### config.mk
export PLATFORM = sky130hd
export DESIGN_NAME = ps2_rx
export DESIGN_NICKNAME = d
export VERILOG_FILES = /design/src/rtl/ps2_rx.sv
export SDC_FILE = /design/constraint.sdc
export NUM_CORES = 1
export LEC_CHECK = 0
export CAP_MARGIN = 10
export CORE_AREA = 4 4 91 67
export CTS_BUF_LIST = sky130_fd_sc_hd__clkbuf_16
export CTS_CLUSTER_DIAMETER = 150
export DETAILED_ROUTE_END_ITERATION = 7
export DIE_AREA = 0 0 95 71
export PLACE_DENSITY = 0.69
export SLEW_MARGIN = 20
export SYNTH_ARGS = -nofsm -noshare
export SYNTH_HDL_FRONTEND = slang
export SYNTH_SLANG_ARGS = --single-unit
### constraint.sdc
create_clock -name clk -period 1.45 [get_ports clk]
set_input_delay 0.3625 -clock clk [delete_from_list [all_inputs] [get_ports clk]]
set_output_delay 0.3625 -clock clk [all_outputs]
set_load 0.1 [all_outputs]
### src/rtl/ps2_rx.sv
// PS/2 device-to-host receiver: synchronises raw clock/data, deframes 11-bit frames, strobes good bytes.
// Latency: o_byte_en/o_frame_err rise SYNC_STAGES+2 clk edges after the first edge sampling the stop-bit low clock.
// Backpressure: none; downstream must take every strobe (at most one byte per PS/2 frame). Option: PS2_RX_PARITY_CHECK_EN.
module ps2_rx #(
   parameter int SYNC_STAGES    = 2,      // flops per input synchroniser, minimum 2
   parameter int TIMEOUT_CYCLES = 50000,  // clk cycles allowed between PS/2 falling edges mid-frame
   parameter int TIMEOUT_W      = 16      // must hold TIMEOUT_CYCLES
) (
   input  logic       clk,
   input  logic       i_sclr,
   input  logic       i_ps2_clk,
   input  logic       i_ps2_data,
   output logic [7:0] o_byte,
   output logic       o_byte_en,
   output logic       o_frame_err
);

   typedef enum logic [1:0] {IDLE, DATA, PARITY, STOP} state_t;

   localparam logic [TIMEOUT_W-1:0] TIMEOUT_LAST = TIMEOUT_W'(TIMEOUT_CYCLES - 1);

   logic [SYNC_STAGES-1:0] clk_sync;
   logic [SYNC_STAGES-1:0] data_sync;
   logic                   cur_clk;
   logic                   prev_clk;
   logic                   cur_data;
   logic                   fall;
   logic                   fall_q;
   logic                   bit_q;

   state_t                 state;
   logic [7:0]             shreg;
   logic [2:0]             bit_cnt;
   logic [TIMEOUT_W-1:0]   tcnt;
   logic                   frame_good;

`ifdef PS2_RX_PARITY_CHECK_EN
   logic                   par_bit;
   logic                   parity_ok;
`endif

   // Identical synchronisers on clock and data keep the two lines aligned; idle-high reset.
   always_ff @(posedge clk or posedge i_sclr) begin
      if (i_sclr) begin
         clk_sync  <= '1;
         data_sync <= '1;
      end else begin
         clk_sync  <= {clk_sync[SYNC_STAGES-2:0], i_ps2_clk};
         data_sync <= {data_sync[SYNC_STAGES-2:0], i_ps2_data};
      end
   end

   // Edge-detect flops: current/previous synchronised clock plus data kept in step with cur_clk.
   always_ff @(posedge clk or posedge i_sclr) begin
      if (i_sclr) begin
         cur_clk  <= 1'b1;
         prev_clk <= 1'b1;
         cur_data <= 1'b1;
      end else begin
         cur_clk  <= clk_sync[SYNC_STAGES-1];
         prev_clk <= cur_clk;
         cur_data <= data_sync[SYNC_STAGES-1];
      end
   end

   assign fall = prev_clk & ~cur_clk;

   // Register the falling-edge pulse with its data bit so the FSM sees a clean, aligned sample.
   always_ff @(posedge clk or posedge i_sclr) begin
      if (i_sclr) begin
         fall_q <= 1'b0;
         bit_q  <= 1'b1;
      end else begin
         fall_q <= fall;
         bit_q  <= cur_data;
      end
   end

`ifdef PS2_RX_PARITY_CHECK_EN
   assign parity_ok  = ^{shreg, par_bit};
   assign frame_good = bit_q & parity_ok;
`else
   assign frame_good = bit_q;
`endif

   // Frame FSM with timeout; a falling edge always takes priority over an expiring timeout.
   always_ff @(posedge clk or posedge i_sclr) begin
      if (i_sclr) begin
         state       <= IDLE;
         shreg       <= 8'h00;
         bit_cnt     <= 3'd0;
         tcnt        <= '0;
         o_byte      <= 8'h00;
         o_byte_en   <= 1'b0;
         o_frame_err <= 1'b0;
`ifdef PS2_RX_PARITY_CHECK_EN
         par_bit     <= 1'b0;
`endif
      end else begin
         o_byte_en   <= 1'b0;
         o_frame_err <= 1'b0;
         if (fall_q) begin
            tcnt <= '0;
            case (state)
               IDLE: begin
                  // A high data bit here is a stray edge, not a start bit.
                  if (!bit_q) begin
                     bit_cnt <= 3'd0;
                     state   <= DATA;
                  end
               end
               DATA: begin
                  shreg   <= {bit_q, shreg[7:1]};
                  bit_cnt <= bit_cnt + 3'd1;
                  if (bit_cnt == 3'd7) begin
                     state <= PARITY;
                  end
               end
               PARITY: begin
`ifdef PS2_RX_PARITY_CHECK_EN
                  par_bit <= bit_q;
`endif
                  state <= STOP;
               end
               STOP: begin
                  if (frame_good) begin
                     o_byte    <= shreg;
                     o_byte_en <= 1'b1;
                  end else begin
                     o_frame_err <= 1'b1;
                  end
                  state <= IDLE;
               end
               default: state <= IDLE;
            endcase
         end else if (state != IDLE) begin
            if (tcnt == TIMEOUT_LAST) begin
               tcnt        <= '0;
               state       <= IDLE;
               o_frame_err <= 1'b1;
            end else begin
               tcnt <= tcnt + TIMEOUT_W'(1);
            end
         end else begin
            tcnt <= '0;
         end
      end
   end

endmodule

==> flow_summary.yaml <==
outcome:
  status: "finished, violations left"
  violations: "setup timing"
sta:
  worst_pin_slew_ps: 340
  worst_slack_ps: -116
  grt_setup_unrepaired: "yes"
  fin_skew_ps: 9.63
  period_minus_slack_ps: 1570
  setup_viol_count_final: 10
  fmax_ghz: 0.638
  final-max-slew-violation-count: 0
  hold_viol: 0
  hold_slack_ps: 337
  relSlewSlack: 0.771
  fin_crit_sh: 1.08
power_and_ir_drop:
  peakVddDrop_uv: 1390
  power_leakage_nw: 1.33
  power_density_nw_per_um2: 1730
clock_tree:
  clkTransAtPathRegs_ps: 70
  cts_tree: "built"
  cts_root_buffer: "clkbuf_16"
  clock_latency_ps: 290
  htreeDepth: 2
  cts-hold-fix-buffers: 0
  cts_sinks: 48
  cts_buffers: 5
  cts_buffer_depth: 2
route:
  drc_errors: 0
  via_per_inst: 4.80
  finalWirelength_um: 4320
  vias: 1425
  dr.first_iter.drc_count: 67
  first_pass_iters: 4
  ant_nets: 0
  wire_per_inst_um: 14.5
final_layout:
  nets: 235
  area_delta_synth_final_pct: 47.7
  antenna_cells: 0
  fillCellCount: 420
  stdcell_count: 297
  post-route-util: 0.581
  drive_above_1_share: 0.467
yosys:
  yosysSeqAreaShare: 0.595
  synth_area_per_cell_um2: 12.2
  synth_nets: 178
  synth_ff_type: "dfrtp_1"
  ys_types: 32
  synth_seq_cells: 48
  syn_inst: 167
  netlist_area_um2: 2030
  ys_async_sr_fraction: 1.00
  synth_edf_count: 0
  yosysWarnings: 0
die:
  core_area_um2: 5170
  dieArea_um2: 6750
  start_util: 0.393
  rows: 22
  die-width_um: 95
  design.portCount: 14
  die_h_um: 71
worst_setup_path:
  setup.worst_path.class: "register to register"
  r2r_slack_ps: -120
  critPathMaxFanout: 2
  reg2reg_depth: 4
  cp.required_ps: 1670
  reg2reg_from: "tcnt[5]"
  startpoint: "tcnt[5]"
  start_kind: "register"
  reg2reg_to: "tcnt[15]"
  end_kind: "register"
  cp_data_arrival_time_ps: 1790
grt:
  grt_util_met3: 0.0340
  track_usage: 0.136
  grt_use_met2: 0.195
  grt_pass1_wl_um: 7000
  grt_pass1_vias: 1442
  grt_max_degree: 25
  antenna_found_initial: 0
  grt_util_met1: 0.188
  busiest_layer: "met2"
  overflow: 0
placement:
  io_buffer_count: 13
  post-dp-hpwl_um: 2840
  place_inst: 280
  gp_congestion: 0.841
worst_hold_path:
  min_path_type: "primary input to asynchronous set/reset pin"
run:
  drv_cap: 0
==> state kept, by name (all words and copies together) (netlist names) <==
name	count
prev_clk	1
bit_q	1
cur_data	1
o_byte	8
data_sync	2
fall_q	1
tcnt	16
o_frame_err	1
shreg	8
clk_sync	2
state	2
bit_cnt	3
cur_clk	1
o_byte_en	1
==> repair_timing <==
| action | in CTS | in global routing |
|---|---|---|
| setup endpoints to repair | 7 | 26 |
| pin swaps | 7 | 8 |
| gates resized for setup | 8 | 16 |
| setup buffers | 5 | 4 |
==> cell families after synthesis <==
logic type,count (synthesis),share of synthesized area
buf+inv,11,0.0203
xor+xnor,13,0.0560
simple gates,57,0.146
fa+ha+maj,7,0.0430
flops,48,0.595
mux,17,0.0941
compound gates,14,0.0455
==> cell usage in the layout, fill, tap and decap left out, types with 4 or more instances in the layout <==
master | synthesis | layout
inv_1 | 8 | 7
clkbuf_16 | 0 | 5
buf_4 | 0 | 34
nor3_2 | 0 | 4
mux2_2 | 17 | 17
nand4_1 | 5 | 5
nand2_1 | 8 | 7
nand3_1 | 6 | 5
dfstp_2 | 8 | 8
dfrtp_1 | 40 | 40
buf_12 | 0 | 15
nor2_1 | 17 | 16
xnor2_1 | 11 | 11
==> metal layers <==
layer | vias up | share of wire
li1 | 696 | -
met1 | 693 | 0.47
met2 | 29 | 0.47
met3 | 7 | 0.038
met4 | 0 | 0.021
met5 | - | 0
==> worst max-delay path, stage by stage, from the launching register on <==
cell and delay, ps:
dfrtp_1 400, nand3_2 90, or3_1 370, or4_1 510, a21oi_1 130
==> how the worst max path moves through the flow <==
stage,end,depth (start not counted)
2_1_floorplan,tcnt[15],4
3_3_place_gp,tcnt[15],4
6_report,tcnt[15],4
3_5_place_dp,state[0],6
5_1_grt,tcnt[15],4
4_1_cts,tcnt[15],4
==> area by class of cell <==
type / count / area [um2] / share of cell area
Clock buffer: 5 / 125 / 0.0416
Timing Repair Buffer: 53 / 597 / 0.199
Tap cell: 72 / 90.1 / 0.0300
Sequential cell: 48 / 1210 / 0.403
Clock inverter: 3 / 47.5 / 0.0158
Inverter: 8 / 33.8 / 0.0112
Multi-Input combinational cell: 108 / 900 / 0.299
==> metrics by stage <==
stage	area, um2	power, mW	setup TNS [ps]	setup WS (ps)
floorplan	2040	2.92	-82.3	-82.3
global placement	2640	3.65	-40.6	-40.6
detailed placement	2640	3.71	-170	-63.4
CTS	2890	5.08	-49.6	-19.7
global route	3000	5.47	-1360	-169
finish	3000	5.21	-212	-116
==> cell usage after synthesis (2+ instances only) <==
master / instances / area (um2)
dfrtp_1: 40 / 1000
mux2_2: 17 / 191
a211oi_1: 2 / 15.0
nand4_1: 5 / 31.3
nor2_1: 17 / 63.8
a21oi_1: 4 / 20.0
nor2b_1: 3 / 18.8
inv_1: 8 / 30.0
nand3_1: 6 / 30.0
ha_1: 7 / 87.6
dfstp_2: 8 / 210
and3_1: 2 / 12.5
nor3_1: 7 / 35.0
nand2_1: 8 / 30.0
xor2_1: 2 / 17.5
xnor2_1: 11 / 96.3
nor4_1: 2 / 12.5
o21ai_0: 2 / 10.0
clkbuf_1: 3 / 11.3
==> power by group <==
| part | internal (mW) | switching, mW | total, mW |
|---|---|---|---|
| Combinational | 0.914 | 1.08 | 1.99 |
| Clock | 0.819 | 0.504 | 1.32 |
| Sequential | 1.64 | 0.259 | 1.90 |
Power figures use the tool's default switching activity.
